`config.mk`:
```
export PLATFORM = sky130hd
export DESIGN_NAME = uart_readout_sched
export DESIGN_NICKNAME = d
export VERILOG_FILES = /design/src/rtl/uart_pkg.sv /design/src/rtl/uart_readout_sched_rr_arbiter.sv /design/src/rtl/uart_readout_sched.sv
export SDC_FILE = /design/constraint.sdc
export NUM_CORES = 1
export LEC_CHECK = 0
export ABC_AREA = 0
export CELL_PAD_IN_SITES_DETAIL_PLACEMENT = 1
export CELL_PAD_IN_SITES_GLOBAL_PLACEMENT = 2
export CORE_ASPECT_RATIO = 2
export CORE_MARGIN = 3
export CORE_UTILIZATION = 28
export CTS_BUF_LIST = sky130_fd_sc_hd__clkbuf_4 sky130_fd_sc_hd__clkbuf_8 sky130_fd_sc_hd__clkbuf_16
export CTS_CLUSTER_SIZE = 10
export DETAILED_ROUTE_END_ITERATION = 12
export PLACE_DENSITY = 0.93
export SLEW_MARGIN = 30
export SYNTH_ARGS = -nofsm -noshare
export SYNTH_HDL_FRONTEND = slang
export SYNTH_SLANG_ARGS = --single-unit
export TNS_END_PERCENT = 50
```
`constraint.sdc`:
```
create_clock -name clk -period 3.4 [get_ports clk]
set_clock_uncertainty 0.1 [all_clocks]
set_input_delay 0.68 -clock clk [delete_from_list [all_inputs] [get_ports clk]]
set_output_delay 0.68 -clock clk [all_outputs]
set_load 0.1 [all_outputs]
```
`src/rtl/uart_pkg.sv`:
```
// Shared framing constants and scheduler state encoding for the UART readout path.
// Pure definitions: no timing, no flow control.
package uart_pkg;

  localparam logic [3:0] FRAME_HDR_TAG = 4'hA;
  localparam logic [5:0] UART_BITS     = 6'd8;
  localparam logic [7:0] LINE_IDLE     = 8'hFF;

  typedef enum logic [2:0] {
    S_GUARD,
    S_IDLE,
    S_GRANT,
    S_WAIT,
    S_LAST
  } sched_state_t;

  function automatic logic [7:0] frame_hdr(input logic [3:0] id);
    return {FRAME_HDR_TAG, id};
  endfunction

endpackage

```
`src/rtl/uart_readout_sched_rr_arbiter.sv`:
```
// Combinational round-robin pick: first set req at or above ptr, wrapping; zero latency.
// No flow control: the caller decides when a pick is consumed and advances ptr.
module rr_arbiter #(
  parameter int N_REQ = 4,
  parameter int PW    = 2
) (
  input  logic [N_REQ-1:0] req,
  input  logic [PW-1:0]    ptr,
  output logic [N_REQ-1:0] gnt,
  output logic             vld,
  output logic [PW-1:0]    idx
);

  // Scan from the farthest candidate down so the nearest one to ptr wins last.
  always_comb begin
    gnt = '0;
    vld = 1'b0;
    idx = '0;
    for (int k = N_REQ - 1; k >= 0; k--) begin
      if (req[(int'(ptr) + k) % N_REQ]) begin
        vld = 1'b1;
        idx = PW'((int'(ptr) + k) % N_REQ);
      end
    end
    if (vld) gnt[idx] = 1'b1;
  end

endmodule

```
`src/rtl/uart_readout_sched.sv`:
```
// Round-robin framer sharing one uart_tx: header, payload bytes, XOR checksum; grant one cycle after req.
// Paced by u_tx_done (11-cycle byte slot); requesters hold req and data until their grant.
module uart_readout_sched
  import uart_pkg::*;
#(
  parameter int N_REQ         = 4,
  parameter int PAYLOAD_BYTES = 4,
  parameter int GUARD         = 16
) (
  input  logic                           clk,
  input  logic                           rst,
  input  logic [N_REQ-1:0]               req,
  input  logic [N_REQ*PAYLOAD_BYTES*8-1:0] req_data,
  output logic [N_REQ-1:0]               grant,
  output logic                           busy,
  output logic [7:0]                     u_din,
  output logic [5:0]                     u_tx_bits,
  output logic                           u_tx_start,
  input  logic                           u_tx_done
);

  localparam int PW = (N_REQ > 1) ? $clog2(N_REQ) : 1;
  localparam int BW = $clog2(PAYLOAD_BYTES + 1);
  localparam int GW = $clog2(GUARD + 1);
  localparam int PL = PAYLOAD_BYTES * 8;

  sched_state_t     state, state_nxt;
  logic [PW-1:0]    rr_ptr, rr_nxt;
  logic [GW-1:0]    guard_cnt, guard_nxt;
  logic [BW-1:0]    byte_idx, byte_nxt;
  logic [7:0]       csum, csum_nxt;
  logic [PL-1:0]    shadow, shadow_nxt;
  logic [N_REQ-1:0] grant_nxt;
  logic             start_nxt;
  logic [7:0]       din_nxt;
  logic [7:0]       pay_byte;
  logic             launch;

  logic [N_REQ-1:0] arb_gnt;
  logic             arb_vld;
  logic [PW-1:0]    arb_idx;
  logic [7:0]       hdr;

  rr_arbiter #(.N_REQ(N_REQ), .PW(PW)) u_arb (
    .req (req),
    .ptr (rr_ptr),
    .gnt (arb_gnt),
    .vld (arb_vld),
    .idx (arb_idx)
  );

  assign hdr       = frame_hdr(4'(arb_idx));
  assign busy      = (state != S_IDLE);
  assign u_tx_bits = UART_BITS;

  always_comb begin
    state_nxt  = state;
    rr_nxt     = rr_ptr;
    guard_nxt  = guard_cnt;
    byte_nxt   = byte_idx;
    csum_nxt   = csum;
    shadow_nxt = shadow;
    grant_nxt  = '0;
    start_nxt  = 1'b0;
    din_nxt    = u_din;
    pay_byte   = 8'h00;
    launch     = 1'b0;
    case (state)
      S_GUARD: begin
        // Serializer has no reset: give any in-flight byte time to drain.
        if (guard_cnt == GW'(GUARD - 1)) state_nxt = S_IDLE;
        else                             guard_nxt = guard_cnt + GW'(1);
      end
      S_IDLE:  launch = arb_vld;
      S_GRANT: state_nxt = S_WAIT;
      S_WAIT: begin
        if (u_tx_done) begin
          start_nxt = 1'b1;
          if (byte_idx < BW'(PAYLOAD_BYTES)) begin
            pay_byte = shadow[int'(byte_idx)*8 +: 8];
            din_nxt  = pay_byte;
            csum_nxt = csum ^ pay_byte;
            byte_nxt = byte_idx + BW'(1);
          end else begin
            din_nxt   = csum;
            state_nxt = S_LAST;
          end
        end
      end
      S_LAST: begin
        // A waiting requester launches straight into the next byte slot.
        if (u_tx_done) begin
          if (arb_vld) begin
            launch = 1'b1;
          end else begin
            din_nxt   = LINE_IDLE;
            state_nxt = S_IDLE;
          end
        end
      end
      default: state_nxt = S_GUARD;
    endcase

    if (launch) begin
      grant_nxt  = arb_gnt;
      shadow_nxt = req_data[int'(arb_idx)*PL +: PL];
      rr_nxt     = (arb_idx == PW'(N_REQ - 1)) ? '0 : arb_idx + PW'(1);
      din_nxt    = hdr;
      start_nxt  = 1'b1;
      csum_nxt   = hdr;
      byte_nxt   = '0;
      state_nxt  = S_GRANT;
    end
  end

  always_ff @(posedge clk or posedge rst) begin
    if (rst) begin
      state      <= S_GUARD;
      rr_ptr     <= '0;
      guard_cnt  <= '0;
      byte_idx   <= '0;
      csum       <= 8'h00;
      shadow     <= '0;
      grant      <= '0;
      u_tx_start <= 1'b0;
      u_din      <= LINE_IDLE;
    end else begin
      state      <= state_nxt;
      rr_ptr     <= rr_nxt;
      guard_cnt  <= guard_nxt;
      byte_idx   <= byte_nxt;
      csum       <= csum_nxt;
      shadow     <= shadow_nxt;
      grant      <= grant_nxt;
      u_tx_start <= start_nxt;
      u_din      <= din_nxt;
    end
  end

endmodule

```
==> impl_metrics.ini, run 1 <==
[place]
dpl_cell_area_um2 = 5826
place_worst_setup_slack_ps = 140.7
io_buffers = 148
place_hpwl_um = 11720
routabilityCongestion = 0.8470

[power]
power.density_nw_per_um2 = 811.0
leakagePower_nw = 2.389
ir_drop_mv = 0.3007

[layout]
syn2layout_area_growth_pct = 45.66
drive_above_1_share = 0.1497
final_common_cell = clkdlybuf4s50_1
design_area_um2 = 6147
final_cell_mix = 134 x clkdlybuf4s50_1, 88 x nand2_1, 58 x dfrtp_1, 46 x nor2_1, 33 x and2_1
final_nets = 725
fillers = 1737
utilization = 0.4215

[clocking]
clock_tree.root_cell = clkbuf_16
numCtsBuffers = 9
cts_resized = 0
cts_setup_buffers = 0
cts_tree = yes
clkTransAtPathRegs_ps = 50
clock-sinks = 66
clock_latency_ps = 330
ctsHoldBuffers = 0
clockBufferDepth = 2
h-tree-depth = 3

[die]
core-area_um2 = 14580
dieArea_um2 = 16670
rows = 62
initial_core_util = 0.2894
die_h_um = 179.6
die_w_um = 92.81
io_pins = 155

[setup_path]
crit_buf_inv = 3
r2r-start = state[0]
timing.rr.end = shadow[15]
crit_required_ps = 3460
worstSetupStartpointType = primary input
cp_cell_sequence = clkdlybuf4s50_1, mux2i_1, o221ai_4, inv_2, buf_12, a2111oi_0, a311oi_1
crit_arrival_ps = 2980
max_stage_delay_ps = 620
cpMaxStageDelayCell = clkdlybuf4s50_1
path_max_fanout = 26
critPathKind = primary input to register
rr_worst_depth = 6
r2r_slack_ps = 850
cp-end-kind = register
crit_family = buffers and inverters

[timing]
min_period_over_period = 0.8588
max-slew-margin-rel = 0.4264
min_period_ps = 2920
slew_viol_final = 0
finalSetupTns_ps = 0
rsz0062_at_grt = false
fmax_ghz = 0.3425
worst_slack_ps = 480.1
tightest_slew_ps = 859.5
setup_viol = 0
hold_viol = 0
holdWs_ps = 366.1

[logic_synthesis]
synth_top_flop_cell = dfrtp_1
yosysTopAreaCell = dfrtp_1
synth_cell_type_count = 53
synth_edf_count = 0
ys_ff_latch = 66
synth_cells = 451
netlist.area_leader.share = 0.3439
synthTopCellsByArea = dfrtp_1 34%, nand2_1 7.8%, a311oi_1 6.4%
async_flop_share = 1.000
synth_area_per_cell_um2 = 9.358
syn_area_um2 = 4220
yosysWarnings = 0
ys_seq_area_frac = 0.3937

[global_routing]
antenna_found_initial = 2
grt_pass1_wl_um = 23370
grt_start_max_net_pins = 55
grt_overflow = 0
grt_pass1_vias = 4434
grt.total_usage = 0.1794

[routing]
ant_nets = 0
drt_pass1_iterations = 4
drt-initial-drc-count = 152
vias_per_cell = 5.120
drc = 0
wl_per_cell_um = 18.98
vias = 4004
wirelength_um = 14840

[flow_run]
cap_viol_max_count = 0

[min_path]
hold_end = u_din[4]
holdPathStages = 2
hp-class = register to register
min-delay-start = u_din[4]

[outcome]
outcome = complete, no violations
## routing by layer
| metal | wire (um) | share of wire | GRT usage |
|---|---|---|---|
| met4 | 506 | 0.034 | 0.07810 |
| met3 | 627 | 0.042 | 0.03431 |
| met2 | 8650 | 0.58 | 0.3438 |
| met5 | 0 | 0 | 0 |
| met1 | 5057 | 0.34 | 0.1815 |
## stage by stage
stage | std cells | total power [mW]
global route | 782 | 5.329
detailed placement | 764 | 4.034
finish | 782 | 4.985
CTS | 780 | 5.028
floorplan | 455 | 3.316
global placement | 764 | 3.929
## synth_stat cells (6+ instances only)
master and count:
a2111oi_0 18, a2111oi_2 14, a211oi_1 6, a21oi_1 12, a311oi_1 31, and2_1 33
and3_1 7, buf_2 21, buf_4 7, clkbuf_1 8, dfrtp_1 58, dfstp_2 8
ha_1 7, mux4_2 8, nand2_1 88, nor2_1 47, nor2b_1 6, o21ai_0 9
xor2_1 7
## logic make-up (layout without fill, tap and decap cells)
logic type	count (synthesis)	count (layout)	synth area share
AO/OA/AOI/OAI	110	110	0.2259
XOR/XNOR	10	10	0.02075
adder cells (fa/ha/maj)	7	7	0.02075
buffers and inverters	49	182	0.06759
flip-flops	66	66	0.3937
multiplexers	13	13	0.05485
other	2	8	0.001779
AND/OR/NAND/NOR	194	194	0.2147
## state kept, by name (all words and copies together), names as in the netlist
name,flops
byte_idx,3
grant,4
csum,8
u_din,8
shadow,32
u_tx_start,1
rr_ptr,2
guard_cnt,5
state,3
## worst max-delay path by stage
stage          startpoint          end  slack (ps)  cells past startpoint
2_1_floorplan         rst  byte_idx[0]         980                      1
4_1_cts            req[0]   shadow[23]         480                      7
6_report           req[0]   shadow[18]         480                      7
3_5_place_dp       req[0]   shadow[23]         140                      7
5_1_grt            req[0]   shadow[21]         230                      7
3_3_place_gp       req[3]   shadow[13]         330                      7
## report_power, final
group	internal [mW]	leakage, nW	switching (mW)	total (mW)
Clock	0.643	0.160	0.341	0.984
Combinational	0.981	1.47	1.47	2.45
Sequential	1.18	0.763	0.368	1.55
## layout make-up
cell class | instances | area (um2) | area share
Sequential cell | 66 | 1662 | 0.2703
Timing Repair Buffer | 160 | 1599 | 0.2601
Clock inverter | 2 | 35.03 | 0.005699
Antenna cell | 2 | 5.005 | 0.0008142
Clock buffer | 14 | 281.5 | 0.04580
Inverter | 6 | 22.52 | 0.003664
Multi-Input combinational cell | 340 | 2302 | 0.3745
Tap cell | 192 | 240.2 | 0.03908
## worst register-to-register path, delay by kind of cell, from the launching register on
| family | cells | cell delay (ps) |
|---|---|---|
| AOI/OAI and AO/OA | 2 | 340 |
| buffers and inverters | 1 | 360 |
| DFF | 1 | 530 |
| and+or+nand+nor | 3 | 1100 |
Note: power is estimated with default switching activity, not from simulation.
==> run 2: changes to the inputs <==
- ABC_AREA: 0 -> unset
- CORE_UTILIZATION: 28 -> 29
- PLACE_DENSITY: 0.93 -> 0.94
- SYNTH_HIERARCHICAL: unset -> 1
- TNS_END_PERCENT: 50 -> unset
==> impl_metrics.ini, run 2 <==
[global_routing]
use_met3 = 0.02229
grt_pass1_vias = 4255
grt_start_max_net_pins = 47
grt.total_usage = 0.1689
grt_overflow = 0
met2_usage = 0.3396
grt_pass1_wl_um = 20970
grt.met1_usage = 0.1539
grt.busiest_layer = met2
antenna_found_initial = 1

[logic_synthesis]
synth_top_flop_cell = dfrtp_1
synth_commonest_cells = 127 x nand2_1, 58 x dfrtp_1, 38 x mux4_2, 16 x a21oi_1, 14 x buf_4
yosysTopAreaCell = dfrtp_1
synth_cells = 406
yosysMostFrequentCell = nand2_1
netlist.area_leader.share = 0.3477
syn_area_um2 = 4174
yosysWarnings = 6
synth_area_per_cell_um2 = 10.28
synth_edf_count = 0
ys_seq_area_frac = 0.3981
ys_ff_latch = 66
synth_cell_type_count = 55
async_flop_share = 1.000
synthTopCellsByArea = dfrtp_1 35%, mux4_2 21%, nand2_1 11%

[setup_path]
r2r-start = rr_ptr[1]
worstSetupStartpointType = primary input
path_max_fanout = 31
crit_required_ps = 3530
critPathLaunch = req[2]
crit_arrival_ps = 3070
cp-end-kind = register
critPathKind = primary input to register

[power]
leakagePower_nw = 2.588
power.density_nw_per_um2 = 828.0
p_total_mw = 5.004
ir_drop_mv = 0.3310

[routing]
vias_per_cell = 4.989
vias = 3667
drt_pass1_iterations = 4
wirelength_um = 13220
drt-initial-drc-count = 138
drc = 0
ant_nets = 0
wl_per_cell_um = 17.98

[die]
dieArea_um2 = 15960
io_pins = 155
initial_core_util = 0.2988
core-area_um2 = 13970
die_w_um = 90.83
rows = 61
die_h_um = 175.7

[clocking]
h-tree-depth = 3
clock_latency_ps = 340
ctsHoldBuffers = 0
clock_tree.root_cell = clkbuf_16
cts_setup_buffers = 0
cts_resized = 0
clockBufferDepth = 2
cts_tree = yes
clkTransAtPathRegs_ps = 60
clock-sinks = 66
numCtsBuffers = 9

[layout]
fillers = 1560
syn2layout_area_growth_pct = 44.78
final_cell_mix = 134 x clkdlybuf4s50_1, 127 x nand2_1, 58 x dfrtp_1, 38 x mux4_2, 16 x a21oi_1
regMostFlops = shadow
largestRegisters = shadow x32, csum x8, u_din x8
final_common_cell = clkdlybuf4s50_1
final_nets = 679
design_area_um2 = 6043
stdcell_count = 735
drive_above_1_share = 0.1761
largest_register_ffs = 32
utilization = 0.4327

[place]
io_buffers = 148
routabilityCongestion = 0.7804
dpl_cell_area_um2 = 5771
place_worst_setup_slack_ps = 107.6
dp.cells = 718
place_hpwl_um = 10580

[timing]
rsz0062_at_grt = false
max-slew-margin-rel = 0.3995
holdWs_ps = 373.5
min_period_over_period = 0.8672
tightest_slew_ps = 900.8
hold_viol = 0
fmax_ghz = 0.3392
setup_viol = 0
finalSetupTns_ps = 0
min_period_ps = 2948
slew_viol_final = 0
worst_slack_ps = 451.7

[min_path]
hp-class = register to register
min-delay-start = shadow[11]

[outcome]
outcome = complete, no violations

[flow_run]
cap_viol_max_count = 0
run 2: changes by cell type after synthesis, sizes merged, moves of 27 or more:
| cell | delta |
|---|---|
| nand2 | +38 |
| and2 | -27 |
| a311oi | -32 |
| a2111oi | -32 |
| mux4 | +30 |
| nor2 | -36 |
run 2: worst max-delay path, cell delays in order:
cell and delay [ps]:
clkdlybuf4s50_1 530, nor2b_2 230, nor3_1 280, o22a_2 330, buf_12 270, mux4_2 580
nand2_1 90, nand2_1 40
run 2: cell families (layout without fill, tap and decap cells):
group / count (synthesis) / count (layout) / share of synthesized area
buf+inv: 41 / 176 / 0.05486
compound gates: 61 / 61 / 0.09592
mux: 46 / 46 / 0.2245
other cells: 2 / 7 / 0.001799
fa+ha+maj: 4 / 4 / 0.01199
simple gates: 182 / 182 / 0.2044
flops: 66 / 66 / 0.3981
xor+xnor: 4 / 4 / 0.008395
run 2: final timing paths:
| path | cells after the start | slack (ps) | endpoint |
|---|---|---|---|
| min in group asynchronous | 2 | 650 | shadow[5] |
| max in group asynchronous | 3 | 1840 | u_din[3] |
| worst min-delay path | 2 | 370 | shadow[11] |
| worst min register to register | 2 | 370 | shadow[11] |
| worst max-delay path | 8 | 450 | shadow[8] |
| worst max register to register | 7 | 880 | shadow[8] |
run 2: layout make-up:
cell class / instances / area [um2] / share of cell area
inverter: 8 / 30.03 / 0.004969
clock buffer: 9 / 225.2 / 0.03727
multi-input combinational: 303 / 2308 / 0.3820
clock inverter: 7 / 45.04 / 0.007453
timing repair buffer: 152 / 1534 / 0.2538
sequential: 66 / 1662 / 0.2749
antenna: 1 / 2.502 / 0.0004141
tap: 189 / 236.5 / 0.03913
run 2: per-layer routing:
metal  wire length, um  up-vias
li1                  -     1705
met3               525       25
met1              4294     1829
met2              7835      108
met4               561        0
met5                 0        -
run 2: where the power goes:
group | total, mW | leakage (nW) | internal, mW | switching (mW)
Clock | 0.847 | 0.135 | 0.491 | 0.356
Combinational | 2.57 | 1.65 | 1.11 | 1.46
Sequential | 1.58 | 0.801 | 1.18 | 0.407
Total | 5.00 | 2.59 | 2.78 | 2.23
